### config.mk
export PLATFORM = sky130hd
export DESIGN_NAME = alu_ctrl_issue_stage
export DESIGN_NICKNAME = d
export VERILOG_FILES = /design/src/rtl/alu_ctrl_pkg.sv /design/src/rtl/alu_ctrl_lane_decode.sv /design/src/rtl/alu_ctrl_issue_stage.sv
export SDC_FILE = /design/constraint.sdc
export NUM_CORES = 1
export LEC_CHECK = 0
export CAP_MARGIN = 20
export CORE_MARGIN = 2
export CORE_UTILIZATION = 40
export DETAILED_ROUTE_END_ITERATION = 10
export PLACE_DENSITY = 0.77
export SLEW_MARGIN = 20
export SYNTH_ARGS = -nofsm -noshare
export SYNTH_HDL_FRONTEND = slang
export SYNTH_SLANG_ARGS = --single-unit
### constraint.sdc
create_clock -name clk -period 6.8 [get_ports clk]
set_input_delay 1.02 -clock clk [delete_from_list [all_inputs] [get_ports clk]]
set_output_delay 1.02 -clock clk [all_outputs]
set_load 0.01 [all_outputs]
### src/rtl/alu_ctrl_pkg.sv
// Shared encodings for the ALU-control issue stage: ALUOp classes, 5-bit ALU op codes,
// memory access sizes and funct7 patterns.
package alu_ctrl_pkg;

    typedef enum logic [1:0] {
        ALUOP_MEM = 2'b00,
        ALUOP_LUI = 2'b01,
        ALUOP_R   = 2'b10,
        ALUOP_I   = 2'b11
    } aluop_e;

    typedef enum logic [4:0] {
        ALU_AND     = 5'b00000,
        ALU_OR      = 5'b00001,
        ALU_ADD     = 5'b00010,
        ALU_XOR     = 5'b00011,
        ALU_SLL     = 5'b00100,
        ALU_SRL     = 5'b00101,
        ALU_SUB     = 5'b00110,
        ALU_SRA     = 5'b00111,
        ALU_SLT     = 5'b01000,
        ALU_SLTU    = 5'b01001,
        ALU_PASSB   = 5'b01110,
        ALU_MUL     = 5'b10000,
        ALU_MULH    = 5'b10001,
        ALU_MULHSU  = 5'b10010,
        ALU_MULHU   = 5'b10011,
        ALU_DIV     = 5'b10100,
        ALU_DIVU    = 5'b10101,
        ALU_REM     = 5'b10110,
        ALU_REMU    = 5'b10111,
        ALU_INVALID = 5'b11111
    } alu_op_e;

    typedef enum logic [1:0] {
        MEM_BYTE = 2'b00,
        MEM_HALF = 2'b01,
        MEM_WORD = 2'b10
    } mem_size_e;

    localparam logic [6:0] F7_BASE   = 7'b0000000;
    localparam logic [6:0] F7_ALT    = 7'b0100000;
    localparam logic [6:0] F7_MULDIV = 7'b0000001;

    function automatic logic [2:0] popcount4(input logic [3:0] v);
        return {2'b00, v[0]} + {2'b00, v[1]} + {2'b00, v[2]} + {2'b00, v[3]};
    endfunction

endpackage

### src/rtl/alu_ctrl_lane_decode.sv
// Combinational single-lane decoder from {ALUOp, funct3, funct7} to ALU op, mem size and flags.
// M-extension decode is enabled by defining ALU_CTRL_MULDIV_EN.
module alu_ctrl_lane_decode
    import alu_ctrl_pkg::*;
(
    input  logic       lane_valid,
    input  logic [1:0] aluop,
    input  logic [2:0] funct3,
    input  logic [6:0] funct7,
    output logic [4:0] alu_ctrl,
    output logic [1:0] mem_size,
    output logic       mem_unsigned,
    output logic       illegal
);

    alu_op_e op;
    logic    ill;
    logic [1:0] size;
    logic    uns;

    always_comb begin
        op   = ALU_INVALID;
        ill  = 1'b0;
        size = MEM_BYTE;
        uns  = 1'b0;
        case (aluop_e'(aluop))
            ALUOP_MEM: begin
                op   = ALU_ADD;
                size = funct3[1:0];
                uns  = funct3[2];
                if (funct3 == 3'b011 || funct3 == 3'b110 || funct3 == 3'b111) begin
                    ill = 1'b1;
                end
            end
            ALUOP_LUI: op = ALU_PASSB;
            ALUOP_R: begin
                case (funct7)
                    F7_BASE: begin
                        case (funct3)
                            3'b000:  op = ALU_ADD;
                            3'b001:  op = ALU_SLL;
                            3'b010:  op = ALU_SLT;
                            3'b011:  op = ALU_SLTU;
                            3'b100:  op = ALU_XOR;
                            3'b101:  op = ALU_SRL;
                            3'b110:  op = ALU_OR;
                            default: op = ALU_AND;
                        endcase
                    end
                    F7_ALT: begin
                        if (funct3 == 3'b000) begin
                            op = ALU_SUB;
                        end else if (funct3 == 3'b101) begin
                            op = ALU_SRA;
                        end else begin
                            ill = 1'b1;
                        end
                    end
                    F7_MULDIV: begin
`ifdef ALU_CTRL_MULDIV_EN
                        op = alu_op_e'({2'b10, funct3});
`else
                        ill = 1'b1;
`endif
                    end
                    default: ill = 1'b1;
                endcase
            end
            default: begin
                // Immediate forms only look at funct7 for the shift encodings.
                case (funct3)
                    3'b000: op = ALU_ADD;
                    3'b010: op = ALU_SLT;
                    3'b011: op = ALU_SLTU;
                    3'b100: op = ALU_XOR;
                    3'b110: op = ALU_OR;
                    3'b111: op = ALU_AND;
                    3'b001: begin
                        if (funct7 == F7_BASE) op = ALU_SLL;
                        else ill = 1'b1;
                    end
                    default: begin
                        if (funct7 == F7_BASE) op = ALU_SRL;
                        else if (funct7 == F7_ALT) op = ALU_SRA;
                        else ill = 1'b1;
                    end
                endcase
            end
        endcase

        if (ill || !lane_valid) begin
            op   = ALU_INVALID;
            size = MEM_BYTE;
            uns  = 1'b0;
        end
        if (!lane_valid) begin
            ill = 1'b0;
        end
    end

    assign alu_ctrl     = op;
    assign mem_size     = size;
    assign mem_unsigned = uns;
    assign illegal      = ill;

endmodule

### src/rtl/alu_ctrl_issue_stage.sv
// Registered multi-lane ALU-control issue stage: per-lane decode, 2-entry skid buffer,
// flush and saturating illegal-op counter. Optional M-ext decode via ALU_CTRL_MULDIV_EN.
module alu_ctrl_issue_stage
    import alu_ctrl_pkg::*;
#(
    parameter int LANES = 2,
    parameter int TAG_W = 6,
    parameter int CNT_W = 16
) (
    input  logic                 clk,
    input  logic                 rst,
    input  logic                 flush,
    input  logic                 in_valid,
    output logic                 in_ready,
    input  logic [LANES-1:0]     in_lane_valid,
    input  logic [2*LANES-1:0]   in_aluop,
    input  logic [3*LANES-1:0]   in_funct3,
    input  logic [7*LANES-1:0]   in_funct7,
    input  logic [TAG_W-1:0]     in_tag,
    output logic                 out_valid,
    input  logic                 out_ready,
    output logic [LANES-1:0]     out_lane_valid,
    output logic [5*LANES-1:0]   out_alu_ctrl,
    output logic [2*LANES-1:0]   out_mem_size,
    output logic [LANES-1:0]     out_mem_unsigned,
    output logic [LANES-1:0]     out_illegal,
    output logic [TAG_W-1:0]     out_tag,
    output logic [CNT_W-1:0]     illegal_count
);

    // Entry layout, LSB first: lane_valid, alu_ctrl, mem_size, unsigned, illegal, tag.
    localparam int ENTRY_W = 10 * LANES + TAG_W;
    localparam logic [CNT_W-1:0] CNT_MAX     = '1;
    localparam logic [CNT_W+2:0] CNT_MAX_EXT = {3'b000, CNT_MAX};

    logic [5*LANES-1:0] dec_ctrl;
    logic [2*LANES-1:0] dec_size;
    logic [LANES-1:0]   dec_uns;
    logic [LANES-1:0]   dec_ill;

    for (genvar i = 0; i < LANES; i++) begin : g_lane
        alu_ctrl_lane_decode u_dec (
            .lane_valid   (in_lane_valid[i]),
            .aluop        (in_aluop[2*i +: 2]),
            .funct3       (in_funct3[3*i +: 3]),
            .funct7       (in_funct7[7*i +: 7]),
            .alu_ctrl     (dec_ctrl[5*i +: 5]),
            .mem_size     (dec_size[2*i +: 2]),
            .mem_unsigned (dec_uns[i]),
            .illegal      (dec_ill[i])
        );
    end

    logic               e0_full_q, e0_full_d;
    logic               e1_full_q, e1_full_d;
    logic [ENTRY_W-1:0] e0_data_q, e0_data_d;
    logic [ENTRY_W-1:0] e1_data_q, e1_data_d;
    logic [CNT_W-1:0]   cnt_q, cnt_d;

    logic [ENTRY_W-1:0] new_entry;
    logic               accept;
    logic               transfer;
    logic [3:0]         ill_pad;
    logic [CNT_W+2:0]   cnt_sum;

    assign new_entry = {in_tag, dec_ill, dec_uns, dec_size, dec_ctrl, in_lane_valid};
    assign accept    = in_valid & ~e1_full_q & ~flush;
    assign transfer  = e0_full_q & out_ready;

    // Entry1 is only ever occupied while entry0 is, so entry0 always holds the oldest bundle.
    always_comb begin
        e0_full_d = e0_full_q;
        e1_full_d = e1_full_q;
        e0_data_d = e0_data_q;
        e1_data_d = e1_data_q;
        cnt_d     = cnt_q;
        ill_pad   = '0;
        ill_pad[LANES-1:0] = dec_ill;
        cnt_sum   = {3'b000, cnt_q} + {{CNT_W{1'b0}}, popcount4(ill_pad)};

        if (flush) begin
            e0_full_d = 1'b0;
            e1_full_d = 1'b0;
            e0_data_d = '0;
            e1_data_d = '0;
        end else if (!e0_full_q) begin
            if (accept) begin
                e0_full_d = 1'b1;
                e0_data_d = new_entry;
            end
        end else if (!e1_full_q) begin
            if (transfer && accept) begin
                e0_data_d = new_entry;
            end else if (transfer) begin
                e0_full_d = 1'b0;
                e0_data_d = '0;
            end else if (accept) begin
                e1_full_d = 1'b1;
                e1_data_d = new_entry;
            end
        end else if (transfer) begin
            e0_data_d = e1_data_q;
            e1_full_d = 1'b0;
            e1_data_d = '0;
        end

        if (accept) begin
            cnt_d = (cnt_sum > CNT_MAX_EXT) ? CNT_MAX : cnt_sum[CNT_W-1:0];
        end
    end

    always_ff @(posedge clk) begin
        if (rst) begin
            e0_full_q <= 1'b0;
            e1_full_q <= 1'b0;
            e0_data_q <= '0;
            e1_data_q <= '0;
            cnt_q     <= '0;
        end else begin
            e0_full_q <= e0_full_d;
            e1_full_q <= e1_full_d;
            e0_data_q <= e0_data_d;
            e1_data_q <= e1_data_d;
            cnt_q     <= cnt_d;
        end
    end

    assign in_ready         = ~e1_full_q;
    assign out_valid        = e0_full_q;
    assign out_lane_valid   = e0_data_q[0 +: LANES];
    assign out_alu_ctrl     = e0_data_q[LANES +: 5*LANES];
    assign out_mem_size     = e0_data_q[6*LANES +: 2*LANES];
    assign out_mem_unsigned = e0_data_q[8*LANES +: LANES];
    assign out_illegal      = e0_data_q[9*LANES +: LANES];
    assign out_tag          = e0_data_q[10*LANES +: TAG_W];
    assign illegal_count    = cnt_q;

endmodule
### Yosys cells after proc, flatten, opt, wreduce, memory -nomap -nowiden

Index checks and enable logic that the tools add are counted.

| cells by class | value |
|---|---|
| order comparisons | 1 |
| reductions and logical operators | 22 |
| eq/ne operators | 25 |
| multiplexer cells | 66 |
| bitwise logic cells | 5 |
| $add $sub $neg | 2 |

Operator list:

| operator | number |
|---|---|
| 2-to-1 mux 26 bit | 9 |
| one-hot mux 5 bit (7 select lines) | 2 |
| 2-to-1 mux 5 bit | 12 |
| one-hot mux 4 bit (7 select lines) | 2 |
| one-hot mux 5 bit (3 select lines) | 2 |
| 2-to-1 mux 1 bit | 26 |
| equality test 3 bit (second input constant) | 8 |
| one-hot mux 5 bit (2 select lines) | 2 |
| adder 16 x 2 -> 17 bit | 1 |
| greater-than comparator 17 x 16 -> 1 bit (second input constant) | 1 |
| 2-to-1 mux 16 bit | 1 |
| equality test 7 x 6 -> 1 bit (second input constant) | 2 |
| zero test 7 bit | 2 |
| equality test 3 x 2 -> 1 bit (second input constant) | 4 |
| OR reduction 6 bit | 2 |
| 2-to-1 mux 2 bit | 4 |
| one-hot mux 1 bit (2 select lines) | 4 |
| equality test 3 x 1 -> 1 bit (second input constant) | 2 |
| zero test 3 bit | 2 |
| logical OR 1 bit | 6 |
| one-hot mux 1 bit (3 select lines) | 2 |
| AND reduction 5 bit | 1 |
| equality test 2 x 1 -> 1 bit (second input constant) | 2 |
| equality test 2 bit (second input constant) | 2 |
| other kinds (13) | 20 |

| storage, ports and cells | value |
|---|---|
| register bits | 70 |
| logic and storage cells | 126 |

### Depth between registers and ports, before layout

| logic depth | value |
|---|---|
| depth in word-level cells | 11 |
| mapped depth | 14 |

### Hierarchy

Synthesis repeated with hierarchy kept, for this count alone.

| unflattened totals | value |
|---|---|
| cells, all modules | 436 |
| area, all modules | 3,563.4 um^2 |

By module, submodules not included:

| module | area an instance (um^2) | times used | seq. area each (um^2) | cells each |
|---|---|---|---|---|
| alu_ctrl_issue_stage | 2,977.9 | 1 | 1,401.3 | 344 |
| alu_ctrl_lane_decode | 292.8 | 2 | 0.0 | 46 |

### Least setup slack after synthesis

Ideal clock, no wire load.

| timing path | value |
|---|---|
| path kind | in2reg |
| from | input port in_funct7[12] |
| to | register cnt_q[12], in the netlist illegal_count[12] |
| cell stages on the path | 14 |
| path buffers | 2 |
| slack | 2.988 ns |
| setup time | 0.070 ns |
| data arrival time | 3.741 ns |
| cells stage by stage | clkbuf_1 > nor2b_1 > nor3_2 > o311ai_2 > o21a_1 > nand2_1 > fa_1 > inv_1 > ha_1 > nand3_1 > or3_1 > or3_1 > buf_2 > a21oi_1 |

| between the ends | value |
|---|---|
| cells in the longest elaborated chain, start to end | 10 |
| elaborated cells on any way between the ends | 13 |
| classes of those cells | add/sub: 2; order compare: 1; eq/ne: 1; mux: 8; reduce/logical: 1 |

Ends and longest elaborated chain:

| item | RTL line | RTL |
|---|---|---|
| start, declared | alu_ctrl_issue_stage.sv:18 | `input logic [7*LANES-1:0] in_funct7,` |
| equality test 7 x 6 -> 1 bit | alu_ctrl_lane_decode.sv:37, alu_ctrl_lane_decode.sv:84 |  |
| 2-to-1 mux 1 bit | alu_ctrl_lane_decode.sv:84 | `else if (funct7 == F7_ALT) op = ALU_SRA;` |
| 2-to-1 mux 1 bit | alu_ctrl_lane_decode.sv:83 | `if (funct7 == F7_BASE) op = ALU_SRL;` |
| one-hot mux 1 bit (2 select lines) | alu_ctrl_lane_decode.sv:71 | `case (funct3)` |
| one-hot mux 1 bit (3 select lines) (*) | alu_ctrl_lane_decode.sv:26 | `case (aluop_e'(aluop))` |
| 2-to-1 mux 1 bit (*) | alu_ctrl_lane_decode.sv:96 | `if (!lane_valid) begin` |
| adder 1 x 1 -> 2 bit (*) | alu_ctrl_pkg.sv:46 | `return {2'b00, v[0]} + {2'b00, v[1]} + {2'b00, v[2]} + {2'b00, v[3]};` |
| adder 16 x 2 -> 17 bit (*) | alu_ctrl_issue_stage.sv:79 | `cnt_sum = {3'b000, cnt_q} + {{CNT_W{1'b0}}, popcount4(ill_pad)};` |
| greater-than comparator 17 x 16 -> 1 bit | alu_ctrl_issue_stage.sv:108 | `cnt_d = (cnt_sum > CNT_MAX_EXT) ? CNT_MAX : cnt_sum[CNT_W-1:0];` |
| 2-to-1 mux 16 bit (*) | alu_ctrl_issue_stage.sv:108 |  |
| end signal, assigned | alu_ctrl_issue_stage.sv:124 | `cnt_q <= cnt_d;` |
| end, declared | alu_ctrl_issue_stage.sv:58 | `logic [CNT_W-1:0] cnt_q, cnt_d;` |

Mark *: on every way between the ends. The rest lies on a longest branch, timed or not.
A chain may end at the register's enable or synchronous reset.

### Worst setup path after layout

| timing path | value |
|---|---|
| from | input port in_aluop[1] |
| to | register cnt_q[5], in the netlist illegal_count[5] |

| between the ends | value |
|---|---|
| cells in the longest elaborated chain, start to end | 7 |
| elaborated cells on any way between the ends | 9 |
| classes of those cells | add/sub: 2; order compare: 1; eq/ne: 2; mux: 3; reduce/logical: 1 |

Ends and longest elaborated chain:

| item | RTL line | RTL |
|---|---|---|
| start, declared | alu_ctrl_issue_stage.sv:16 | `input logic [2*LANES-1:0] in_aluop,` |
| equality test 2 bit, or another cell as far along | alu_ctrl_lane_decode.sv:26 |  |
| one-hot mux 1 bit (3 select lines) (*) | alu_ctrl_lane_decode.sv:26 |  |
| 2-to-1 mux 1 bit (*) | alu_ctrl_lane_decode.sv:96 |  |
| adder 1 x 1 -> 2 bit (*) | alu_ctrl_pkg.sv:46 |  |
| adder 16 x 2 -> 17 bit (*) | alu_ctrl_issue_stage.sv:79 |  |
| greater-than comparator 17 x 16 -> 1 bit | alu_ctrl_issue_stage.sv:108 |  |
| 2-to-1 mux 16 bit (*) | alu_ctrl_issue_stage.sv:108 |  |

Marks and branches as above.

==> results.toml <==
[run_status]
outcome = "finished, final reports clean"

[timing]
rsz0062_at_grt = "false"
report.final.hold_viol_count = 0
hold-worst-slack_ps = 459
period_needed_ps = 4290
maxSlewViolCount = 0
fin_crit_sh = 0.631
setup_total_negative_slack_ps = 0
worstMarginPinSlew_ps = 1150
maxClockFrequency_mhz = 233
worst_slack_ps = 2510
maxSlewHeadroom = 0.232
clock-skew-final_ps = 14.4
timing.final.setup_violations = 0

[routing]
topRoutingLayerUsed = "met4"
detail_route.wl_per_cell_um = 15.8
drt_pre_antenna_iters = 5
route.detailed.vias_per_inst = 5.91
dr_total_vias = 3573
route.antenna.remaining_nets = 0
finalWirelength_mm = 9.56
detail_route.drc_violations = 0
wl_met3_um = 376
initialDrtViolationCount = 210
met2_length_mm = 4.84
routedLengthMet1_mm = 4.12

[clock_tree]
latest_clock_arrival_within_the_worst_skew_pair_ps = 350
cts_resized = 0
cts.clk_slew.worst_paths_ps = 80
number_of_buffers_added_for_setup_after_cts = 0
numCtsBuffers = 9
h-tree-depth = 3
cts_tree = "built"
clk_root_buffer_cell = "sky130_fd_sc_hd__clkbuf_8"
cts_hold_buf = 0
cts.sinks = 70
cts_max_path_buffers = 2

[grt]
global_route_wire_length_before_repair_mm = 15.5
grt_usage = 0.192
grt-ovfl-total = 0
first_global_vias = 3226
maximum_number_of_pins_on_one_net_before_global_route_repair = 43
initial_antenna_violation_count = 0

[synth]
synth.yosys.warnings = 0
post_synth_inst_count = 434
mappedNetlistArea_mm2 = 0.00366
part_of_the_yosys_area_used_for_sequential_elements = 0.383
postSynthNetCount = 473
cell_types_occupying_the_most_area_after_synthesis = "sky130_fd_sc_hd__dfxtp_1 (38%), sky130_fd_sc_hd__a21oi_1 (4.8%), sky130_fd_sc_hd__nand2_1 (4.1%)"
postSynthAreaPerCell_um2 = 8.42
synth.top_cell.area_share = 0.383
synth_cell_types = 73
synth.most_common_cell = "sky130_fd_sc_hd__dfxtp_1"
post_synthesis_async_set_or_reset_flop_share = 0
postSynth.topFlopCell = "sky130_fd_sc_hd__dfxtp_1"
synth_enable_flop_cells = 0
synth.ff_latch_count = 70
synth_common_cells = "sky130_fd_sc_hd__dfxtp_1 (70), sky130_fd_sc_hd__nand2_1 (40), sky130_fd_sc_hd__nor2_1 (39)"
yosys.area.top_type = "sky130_fd_sc_hd__dfxtp_1"

[die]
std_cell_rows = 34
design.die.area_mm2 = 0.00992
coreArea_mm2 = 0.00881
ios = 81
chipWidth_um = 99.6
die-height_um = 99.6
initial_utilization = 0.415

[critical_path]
reg2reg_setup_slack_ps = 4350
worstReg2RegEnd = "e0_data_q[5]"
worst-setup-path-type = "in2reg"
reg2reg_depth = 5
worst-endpoint-required_ps = 7050
cp-end-kind = "flop"
timing.critical_path.arrival_ps = 4540
path_max_fanout = 13
timing.rr.start = "e1_full_q"
crit_path_start_kind = "primary input"

[power_and_ir_drop]
total_switching_power_mw = 0.240
power_report.internal_total_mw = 0.615
p_clk_frac = 0.363
peakVddDrop_mv = 0.105
total_leakage_power_nw = 1.51
p_sw_frac = 0.281
power_density_mw_per_mm2 = 185
power_frac_comb = 0.144
power.sequential.fraction = 0.493

[cells_and_area]
antenna_cells_inserted = 0
final_nets = 531
footprint_of_the_multi_input_gates_mm2 = 0.00202
fin_util = 0.524
num-fill-cells = 825
final_layout_size_suffix_gt1_frac = 0.0825
seq_area_mm2 = 0.00140
area_delta_synth_final_pct = 26.1

[placement]
hpwl_mm = 6.73
dp_slack_ps = 2230
globalplace.congestion = 0.862
portBuffers = 80

[hold_path]
hold_path_startpoint = "e1_data_q[11]"
hp-class = "reg2reg"
hold_end = "e1_data_q[11]"
worst_hold_path.num_cells = 2

[run]
maxCapViolCount = 0
[placed cells by master, fill, tap and decap left out, types with 4 or more instances in the layout]
cell type / count
sky130_fd_sc_hd__a32oi_1: 6
sky130_fd_sc_hd__o31ai_1: 4
sky130_fd_sc_hd__a22oi_1: 9
sky130_fd_sc_hd__o21ai_0: 18
sky130_fd_sc_hd__o221ai_1: 6
sky130_fd_sc_hd__a32o_1: 4
sky130_fd_sc_hd__a21oi_1: 35
sky130_fd_sc_hd__a31oi_1: 6
sky130_fd_sc_hd__nor3_1: 14
sky130_fd_sc_hd__inv_1: 16
sky130_fd_sc_hd__xor2_1: 5
sky130_fd_sc_hd__o21ai_1: 4
sky130_fd_sc_hd__nor2_1: 39
sky130_fd_sc_hd__a311oi_1: 5
sky130_fd_sc_hd__dfxtp_1: 70
sky130_fd_sc_hd__and3_1: 8
sky130_fd_sc_hd__a221oi_1: 7
sky130_fd_sc_hd__nand2_1: 40
sky130_fd_sc_hd__nand3_1: 10
sky130_fd_sc_hd__a211oi_1: 11
sky130_fd_sc_hd__clkbuf_8: 10
sky130_fd_sc_hd__nor2b_1: 5
sky130_fd_sc_hd__xnor2_1: 5
sky130_fd_sc_hd__o21a_1: 4
sky130_fd_sc_hd__clkdlybuf4s50_1: 80
sky130_fd_sc_hd__nor4_1: 4
[per-stage QoR]
step | power, mW | cells | cell area (um2)
finish | 0.855 | 605 | 4610
global route | 0.888 | 605 | 4610
CTS | 0.858 | 605 | 4610
detailed placement | 0.554 | 589 | 4430
global placement | 0.552 | 589 | 4430
floorplan | 0.504 | 434 | 3660
[per-layer routing]
metal  vias up  GRT usage
met5         -          0
met4         0     0.0685
met3        20     0.0394
met2       106      0.334
met1      1713      0.237
li1       1734          -
[worst max-delay path by stage]
stage / startpoint / to / slack [ps] / cells past startpoint
after floorplan: in_funct7[12] / illegal_count[12] / 2990 / 14
after global placement: in_funct7[12] / illegal_count[4] / 2310 / 13
after detailed placement: in_aluop[1] / illegal_count[5] / 2230 / 12
after CTS: in_aluop[1] / illegal_count[5] / 2560 / 12
after global routing: in_funct3[5] / illegal_count[4] / 2280 / 13
final: in_aluop[1] / illegal_count[5] / 2510 / 12
[critical path, cell delays in order]
cell and delay (ps):
sky130_fd_sc_hd__clkdlybuf4s50_1 690, sky130_fd_sc_hd__a21bo_1 290, sky130_fd_sc_hd__a2111oi_4 410, sky130_fd_sc_hd__a31oi_1 100, sky130_fd_sc_hd__nand2b_1 220, sky130_fd_sc_hd__fa_1 370
sky130_fd_sc_hd__inv_1 80, sky130_fd_sc_hd__ha_1 220, sky130_fd_sc_hd__nand3_1 90, sky130_fd_sc_hd__or3_1 380, sky130_fd_sc_hd__or3_1 480, sky130_fd_sc_hd__a21oi_1 190
[registers in the layout, indices dropped and copies added, names as in the netlist]
name / flops
e0_data_q: 26
e1_data_q: 26
e1_full_q: 1
illegal_count: 16
out_valid: 1
[final cells by class]
type | instances | share of cell area
multi-input combinational | 314 | 0.439
sequential | 70 | 0.304
timing repair buffer | 81 | 0.175
clock buffer | 10 | 0.0298
tap | 108 | 0.0293
inverter | 16 | 0.0130
clock inverter | 6 | 0.00977
[power groups by stage]
stage / clock, mW / sequential (mW) / combinational [mW]
after floorplan: 0 / 0.433 / 0.0706
after global placement: 0 / 0.431 / 0.120
after detailed placement: 0 / 0.431 / 0.122
after CTS: 0.313 / 0.422 / 0.123
after global routing: 0.331 / 0.423 / 0.134
final: 0.310 / 0.422 / 0.123
[kinds of logic after synthesis]
| kind of cell | count (synthesis) | share of synthesized area |
|---|---|---|
| compound gates | 149 | 0.306 |
| xor+xnor | 10 | 0.0240 |
| fa+ha+maj | 3 | 0.0116 |
| buf+inv | 50 | 0.0630 |
| flops | 70 | 0.383 |
| mux | 2 | 0.00548 |
| simple gates | 150 | 0.207 |
No activity file was read; power rests on OpenSTA's default activity.
